File: src/rtl/microcode_bootstrapper.sv
// microcode_bootstrapper: streams DEPTH bytes into the microcode SRAM
// bootstrap port, pulses the write strobe once per byte, then releases
// the CPU from reset. Optional checksum stage: BOOTSTRAP_CHECKSUM_EN.
module microcode_bootstrapper #(
   parameter int DEPTH = 4096
) (
   input  logic        CLK,
   input  logic        RST,
   input  logic [7:0]  SRC_DATA,
   input  logic        SRC_VALID,
   output logic        SRC_READY,
   output logic [11:0] BOOTSTRAP_ADDR,
   output logic [7:0]  BOOTSTRAP_DATA,
   output logic        BOOTSTRAP_N_WE,
   output logic        N_BOOTED,
   output logic        CPU_N_RST,
   output logic        BOOT_ERR
);

   typedef enum logic [2:0] {
      IDLE, LOAD, SETUP, STROBE, HOLD, CHECK, DONE, ERROR
   } state_t;

   localparam logic [11:0] LAST = 12'(DEPTH - 1);

   state_t      state;
   state_t      state_nx;
   logic        xfer;
   logic        last;
   logic [11:0] addr_nx;
   logic [7:0]  data_nx;

   // Ready is a pure state decode so the source never sees a glitch.
   assign SRC_READY = (state == LOAD) || (state == CHECK);
   assign xfer      = SRC_VALID && SRC_READY;
   assign last      = (BOOTSTRAP_ADDR == LAST);

`ifdef BOOTSTRAP_CHECKSUM_EN
   logic [7:0] acc;
   logic [7:0] sum;

   assign sum = acc + SRC_DATA;
`endif

   // State register
   always_ff @(posedge CLK or posedge RST) begin
      if (RST) state <= IDLE;
      else     state <= state_nx;
   end

   // Next-state decode
   always_comb begin
      state_nx = state;
      case (state)
         IDLE:   state_nx = LOAD;
         LOAD:   if (xfer) state_nx = SETUP;
         SETUP:  state_nx = STROBE;
         STROBE: state_nx = HOLD;
         HOLD: begin
            if (!last)
               state_nx = LOAD;
            else
`ifdef BOOTSTRAP_CHECKSUM_EN
               state_nx = CHECK;
`else
               state_nx = DONE;
`endif
         end
`ifdef BOOTSTRAP_CHECKSUM_EN
         CHECK: begin
            if (xfer)
               state_nx = (sum == 8'h00) ? DONE : ERROR;
         end
`endif
         default: state_nx = state;
      endcase
   end

   // Next values of the bootstrap bus
   always_comb begin
      addr_nx = BOOTSTRAP_ADDR;
      data_nx = BOOTSTRAP_DATA;
      if (state == LOAD && SRC_VALID)
         data_nx = SRC_DATA;
      if (state == HOLD && !last)
         addr_nx = BOOTSTRAP_ADDR + 12'd1;
   end

   // Registered outputs follow the state being entered
   always_ff @(posedge CLK or posedge RST) begin
      if (RST) begin
         BOOTSTRAP_ADDR <= 12'h000;
         BOOTSTRAP_DATA <= 8'h00;
         BOOTSTRAP_N_WE <= 1'b1;
         N_BOOTED       <= 1'b1;
         CPU_N_RST      <= 1'b0;
      end else begin
         BOOTSTRAP_ADDR <= addr_nx;
         BOOTSTRAP_DATA <= data_nx;
         BOOTSTRAP_N_WE <= (state_nx != STROBE);
         N_BOOTED       <= (state_nx != DONE);
         CPU_N_RST      <= (state_nx == DONE);
      end
   end

`ifdef BOOTSTRAP_CHECKSUM_EN
   // Running byte sum and sticky error flag
   always_ff @(posedge CLK or posedge RST) begin
      if (RST) begin
         acc      <= 8'h00;
         BOOT_ERR <= 1'b0;
      end else begin
         if (xfer) acc <= sum;
         BOOT_ERR <= (state_nx == ERROR);
      end
   end
`else
   assign BOOT_ERR = 1'b0;
`endif

endmodule

File: config.mk
export PLATFORM = sky130hd
export DESIGN_NAME = microcode_bootstrapper
export DESIGN_NICKNAME = d
export VERILOG_FILES = /design/src/rtl/microcode_bootstrapper.sv
export SDC_FILE = /design/constraint.sdc
export NUM_CORES = 1
export LEC_CHECK = 0
export CORE_MARGIN = 2
export CORE_UTILIZATION = 43
export CTS_BUF_LIST = sky130_fd_sc_hd__clkbuf_4
export DETAILED_ROUTE_END_ITERATION = 7
export PLACE_DENSITY = 0.76
export SLEW_MARGIN = 20
export SYNTH_ARGS = -nofsm -noshare
export SYNTH_HDL_FRONTEND = slang
export SYNTH_SLANG_ARGS = --single-unit
File: constraint.sdc
create_clock -name CLK -period 1.7 [get_ports CLK]
set_input_delay 0.34 -clock CLK [delete_from_list [all_inputs] [get_ports CLK]]
set_output_delay 0.34 -clock CLK [all_outputs]
set_load 0.01 [all_outputs]
==> key figures <==
Status
  – Outcome: complete, no violations

Timing
  – Final setup TNS: 0 ps
  – Period utilisation layout: 97.8%
  – Max Transition Viols Final: 0
  – Max frequency: 601 MHz
  – Max Clock Skew: 2.77 ps
  – Unrepaired setup endpoints after global routing: yes
  – Hold Violations, Final: 0
  – Setup slack after layout: 37.4 ps
  – Endpoints failing setup: 0
  – Final Critical Period: 1660 ps

Clocking
  – Clock buffer depth: 2
  – Hold-fix buffers, CTS: 0
  – CTS tree: yes
  – CTS clock-pin slew for the worst setup and hold paths: 140 ps
  – Clk_lat worst skew: 310 ps
  – H-tree levels: 1
  – Num CTS Buffers: 3
  – Clk sinks: 26
  – CTS Root Cell: clkbuf_4

Route
  – Wirelength per Cell: 13.5 um
  – Total via count in the routed design: 884
  – Routed Antenna Nets: 0
  – Initial DRC Count: 11
  – DRC: 0
  – TritonRoute pass-1 iters: 2
  – Final wirelength: 2.40 mm
  – Vias per Instance: 4.97

Final layout
  – Share of cells above drive strength 1: 29.7%
  – Fin cells: 178
  – Diodes inserted: 0
  – Post-Layout Inst Area: 0.00171 sq mm
  – Synthesis-to-layout area growth: 47.7%
  – Fillers: 200
  – Fin nets: 161
  – Most frequent cells in the layout: dfrtp_1 (24), clkdlybuf4s50_1 (23), buf_4 (20)
  – Commonest non-fill, non-tap cell in the layout: dfrtp_1

Critical path
  – Worst Setup SP: BOOTSTRAP_ADDR[7]
  – Startpoint types: flip-flop
  – Critical R2R Launch: BOOTSTRAP_ADDR[7]
  – Crit Path Max Fanout: 7
  – WP data arrival: 1880 ps
  – Worst path required time: 1920 ps
  – Crit Path Category: flip-flop to flip-flop
  – Worst Setup End Kind: flip-flop

Synth
  – Post-synthesis sequential area ratio: 56.5%
  – Mean Syn Cell Area: 12.3 sq um
  – Post-synth cell types: 29
  – Post-Syn Area: 0.00116 sq mm
  – #FFs+latches synth: 26
  – Post-Syn Instances: 94
  – Warnings, synthesis: 0
  – Syn_nets: 106

Placed design
  – Hpwl dp: 1.69 mm
  – IO Port Bufs: 34
  – DP Worst Slack: -7.48 ps
  – Placed cell area: 0.00164 sq mm
  – GPL Wtd Cong: 0.768
  – Placed instance count: 171

GRT
  – Largest net degree at the start of global routing: 27
  – First-pass GRT wire length: 3.93 mm
  – Total GRT Usage: 15.7%
  – Grt ovf: 0
  – Initial antenna violation count: 0
  – Vias in the first global route: 910

Power and ir drop
  – Clock share of power: 11.9%
  – Pwr dens: 1390 mW/mm^2
  – Leakage dissipation: 0.832 nW
  – Worst IR Drop VDD: 1.00 mV
  – NetSw: 782 uW
  – Combinational Power Share: 49.4%
  – P_int: 1.60 mW
  – Sequential power share: 38.7%
  – Sw Share: 32.8%

Die
  – CORE AREA: 0.00252 sq mm
  – Die footprint: 0.00312 sq mm
  – Die Height: 55.9 um
  – Die W: 55.9 um
  – Initial core utilization: 45.8%
  – I/O pin total: 36
  – Row cnt: 18

Hold path
  – Hold Crit Class: primary input to async pin

Run
  – Max cap viols: 0
worst paths after layout:
check / cells after the start / endpoint / slack [ps]
max: 4 / BOOTSTRAP_ADDR[1] / 40
min: 3 / BOOTSTRAP_DATA[2] / 360
max reg2reg: 4 / BOOTSTRAP_ADDR[1] / 40
min reg2reg: 1 / BOOTSTRAP_ADDR[10] / 520
max in group asynchronous: 3 / N_BOOTED / 1050
min in group CLK: 1 / BOOTSTRAP_ADDR[10] / 520
sequential cells by signal, summed over array words and instances, names as in the netlist:
name            count
BOOTSTRAP_ADDR     12
BOOTSTRAP_DATA      8
BOOTSTRAP_N_WE      1
CPU_N_RST           1
N_BOOTED            1
state               3
cells in the mapped netlist:
library cell	count	area (sq um)
inv_1	5	18.8
nor3_1	3	15.0
nor2_2	1	6.26
nand4_2	1	12.5
buf_2	1	5.00
nor3b_1	1	7.51
o41ai_2	1	16.3
o22a_1	1	8.76
o21ai_0	2	10.0
mux2_4	1	15.0
buf_4	2	15.0
nor3_2	1	10.0
dfrtp_1	24	601
xor2_1	8	70.1
conb_1	1	3.75
ha_1	1	12.5
a21oi_1	2	10.0
nand2_1	4	15.0
buf_6	1	11.3
nand3_1	5	25.0
dfstp_2	2	52.6
nand3b_1	2	15.0
nor2_1	6	22.5
xnor2_1	3	26.3
mux2_2	8	90.1
nand4_1	1	6.26
nor4b_4	1	23.8
nor4_1	3	18.8
or2_2	2	12.5
critical path, stage by stage (launching register included):
cell and delay, ps:
dfrtp_1 430, nand4_1 230, o41ai_4 400, buf_4 210
mux2_4 300
metrics by stage:
stage               hold WS [ps]  utilization, %  power, mW
CTS                          363            66.5       2.41
global placement             493            65.1       2.09
global route                 378            67.7       2.55
floorplan                    379               -       1.52
finish                       355            67.7       2.38
detailed placement           494            65.1       2.13
logic make-up (layout without fill, tap and decap cells):
| family | count (synthesis) | count (layout) | share of synthesized area [%] |
|---|---|---|---|
| AO/OA/AOI/OAI | 6 | 6 | 3.90 |
| AND/OR/NAND/NOR | 31 | 31 | 16.4 |
| buffers and inverters | 9 | 63 | 4.33 |
| flip-flops | 26 | 26 | 56.5 |
| XOR/XNOR | 11 | 11 | 8.33 |
| multiplexers | 9 | 9 | 9.09 |
| adder cells (fa/ha/maj) | 1 | 1 | 1.08 |
| other | 1 | 1 | 0.324 |
cell type report:
type,instances,area (sq um),area share [%]
inverter,5,18.8,1.10
sequential,26,653,38.2
clock buffer,4,30.0,1.76
timing repair buffer,54,492,28.8
tap,30,37.5,2.20
multi-input combinational,59,477,27.9
timing repair:
action                     4_1_cts  5_1_grt
pin swaps                        0        1
buffers inserted                 2        1
setup endpoints to repair        7        9
resized for setup                7        6
hold endpoints to repair         0        0
layer usage:
metal / routed length [um] / global-route usage (%) / part of all wire [%]
met5: 0 / 0 / 0
met2: 1190 / 27.0 / 50
met1: 1030 / 19.6 / 43
met4: 48 / 6.46 / 2.0
met3: 124 / 2.79 / 5.2
power by group through the flow:
stage                     clock [mW]  combinational (mW)  sequential, mW
after global placement             0                1.16           0.929
final                          0.284                1.18           0.922
after CTS                      0.294                1.19           0.925
after floorplan                    0               0.493            1.03
after global routing           0.320                1.28           0.945
after detailed placement           0                1.19           0.938
No activity file was read; power rests on OpenSTA's default activity.
==> variant (config.mk and constraints unchanged) <==
Take the reset off `BOOTSTRAP_ADDR` and `BOOTSTRAP_DATA` and load them in a clocked block of their own.
--- a/src/rtl/microcode_bootstrapper.sv
+++ b/src/rtl/microcode_bootstrapper.sv
@@ -90,16 +90,17 @@
    always_ff @(posedge CLK or posedge RST) begin
       if (RST) begin
-         BOOTSTRAP_ADDR <= 12'h000;
-         BOOTSTRAP_DATA <= 8'h00;
          BOOTSTRAP_N_WE <= 1'b1;
          N_BOOTED       <= 1'b1;
          CPU_N_RST      <= 1'b0;
       end else begin
-         BOOTSTRAP_ADDR <= addr_nx;
-         BOOTSTRAP_DATA <= data_nx;
          BOOTSTRAP_N_WE <= (state_nx != STROBE);
          N_BOOTED       <= (state_nx != DONE);
          CPU_N_RST      <= (state_nx == DONE);
       end
+   end
+
+   always_ff @(posedge CLK) begin
+      BOOTSTRAP_ADDR <= addr_nx;
+      BOOTSTRAP_DATA <= data_nx;
    end
 
Formal check against the unedited RTL: differs if RST is asserted again (counterexample within 4 cycles, from zero or initial values and one cycle with RST high); with RST held inactive, the same outputs for 10 cycles.
==> variant against the unedited design <==
Worst setup slack better by 63 ps; synthesized area is 5.5% lower; sequential cell count stayed put; sequential power hardly changed; count of clock-buffer cells in the layout is 1 lower; clock skew is 1.0 ps higher; fmax is 4.0% higher; die area is 5.1% lower; via count is 12% lower; wire length is 11% lower; power is 17% lower; first-iteration DRC count is 64% higher; design area is 3.4% lower.
==> variant: results (changes against the unedited design) <==
Post-synth EDFFs=20 (was 0); Cell Area, Placed=1520 um^2 (was 1640 um^2); vias in the first global route=716 (was 910); Worst Skew=3.82 ps (was 2.77 ps); R2R cell count=6 (was 4); first-pass GRT wire length=3270 um (was 3930 um); crit path DAT=1650 ps (was 1880 ps); sequential element share of the synthesized area=69.0% (was 56.5%); compound-cell area share of the yosys netlist=4.47% (was 3.90%); worst-path maximum fanout=12 (was 7); Reg-to-Reg Start=BOOTSTRAP_ADDR[0] (was BOOTSTRAP_ADDR[7]); pre-CTS setup slack=102 ps (was -7.48 ps); Post-Syn Instances=78 (was 94); Async S/R FF share, synth=23.1% (was 100%); Syn Nets=90 (was 106); share of cells above drive strength 1=21.2% (was 29.7%); cell-internal power=1.37 mW (was 1.60 mW); gr usage total=16.1% (was 15.7%); Post-Synth XOR/XNOR Area=8.02% (was 8.33%); outcome=completed (unchanged); Detail Placement HPWL=1500 um (was 1690 um); leakage=0.653 nW (was 0.832 nW); Routability Congestion=0.805 (was 0.768); most numerous cell in the Yosys netlist=edfxtp_1 (was dfrtp_1); largest net degree at the start of global routing=15 (was 27); post-route insts no fill=162 (was 178); DRT iter0 DRCs=18 (was 11); Worst R2R End=BOOTSTRAP_ADDR[8] (was BOOTSTRAP_ADDR[1]); Detailed Routing Iterations Pass 1=4 (was 2)
-- variant: changes by cell type in the layout (fill, tap and decap cells not counted), moves of 3 or more --
cell	before	now
dlygate4sd2_1	7	4
nand2b_1	0	3
edfxtp_1	0	20
nand3_1	5	2
buf_4	20	17
clkdlybuf4s50_1	23	28
dfrtp_1	24	4
mux2_2	8	0
-- variant: how the worst max path moves through the flow --
stage | start | to | slack (ps) | cells after the start
5_1_grt | BOOTSTRAP_ADDR[11] | BOOTSTRAP_ADDR[11] | 40 | 1
3_5_place_dp | BOOTSTRAP_ADDR[1] | BOOTSTRAP_ADDR[3] | 100 | 5
3_3_place_gp | BOOTSTRAP_ADDR[1] | BOOTSTRAP_ADDR[3] | 190 | 5
4_1_cts | BOOTSTRAP_ADDR[6] | BOOTSTRAP_ADDR[6] | 3 | 1
2_1_floorplan | BOOTSTRAP_ADDR[0] | BOOTSTRAP_ADDR[0] | 50 | 4
6_report | BOOTSTRAP_ADDR[0] | BOOTSTRAP_ADDR[8] | 100 | 6
-- variant: metal layers --
metal,up-vias,GRT usage (%),part of all wire (%)
met1,369,22.7,42
met5,-,0,0
met2,20,23.9,53
li1,385,-,-
met4,0,10.0,1.4
met3,3,1.64,3.7
-- variant: worst max-delay path: stages (launching register included) --
cell and delay (ps):
edfxtp_1 410, buf_4 140, ha_1 220, nand3_2 160
nor3_4 80, nor3_4 150, buf_12 160
-- variant: area by class of cell --
class                      count  area share (%)
clock inverter                 1           0.228
tap                           30            2.28
multi-input combinational     47            20.2
timing repair buffer          52            29.6
inverter                       3           0.683
sequential                    26            45.7
clock buffer                   3            1.37
-- variant: metrics by stage --
stage	utilization, %	hold slack (ps)
4_1_cts	65.7	215
3_5_place_dp	62.4	576
2_1_floorplan	-	130
6_report	67.8	221
3_3_place_gp	62.4	554
5_1_grt	67.8	225
-- variant: cell families after synthesis --
family,count (synthesis)
other cells,1
fa+ha+maj,1
simple gates,28
buf+inv,5
flops,26
compound gates,7
xor+xnor,10
-- variant: repair_timing --
action,4_1_cts,5_1_grt
gates resized for setup,4,2
endpoints found under the setup margin,10,17
cloned,0,0
pin swaps,0,1
buffers inserted,8,6
-- variant: power by group through the flow --
stage / Combinational, mW / Clock (mW) / Sequential (mW)
floorplan: 0.277 / 0 / 1.03
global placement: 0.650 / 0 / 0.987
detailed placement: 0.666 / 0 / 0.997
CTS: 0.755 / 0.266 / 0.935
global route: 0.868 / 0.293 / 0.935
finish: 0.796 / 0.256 / 0.925
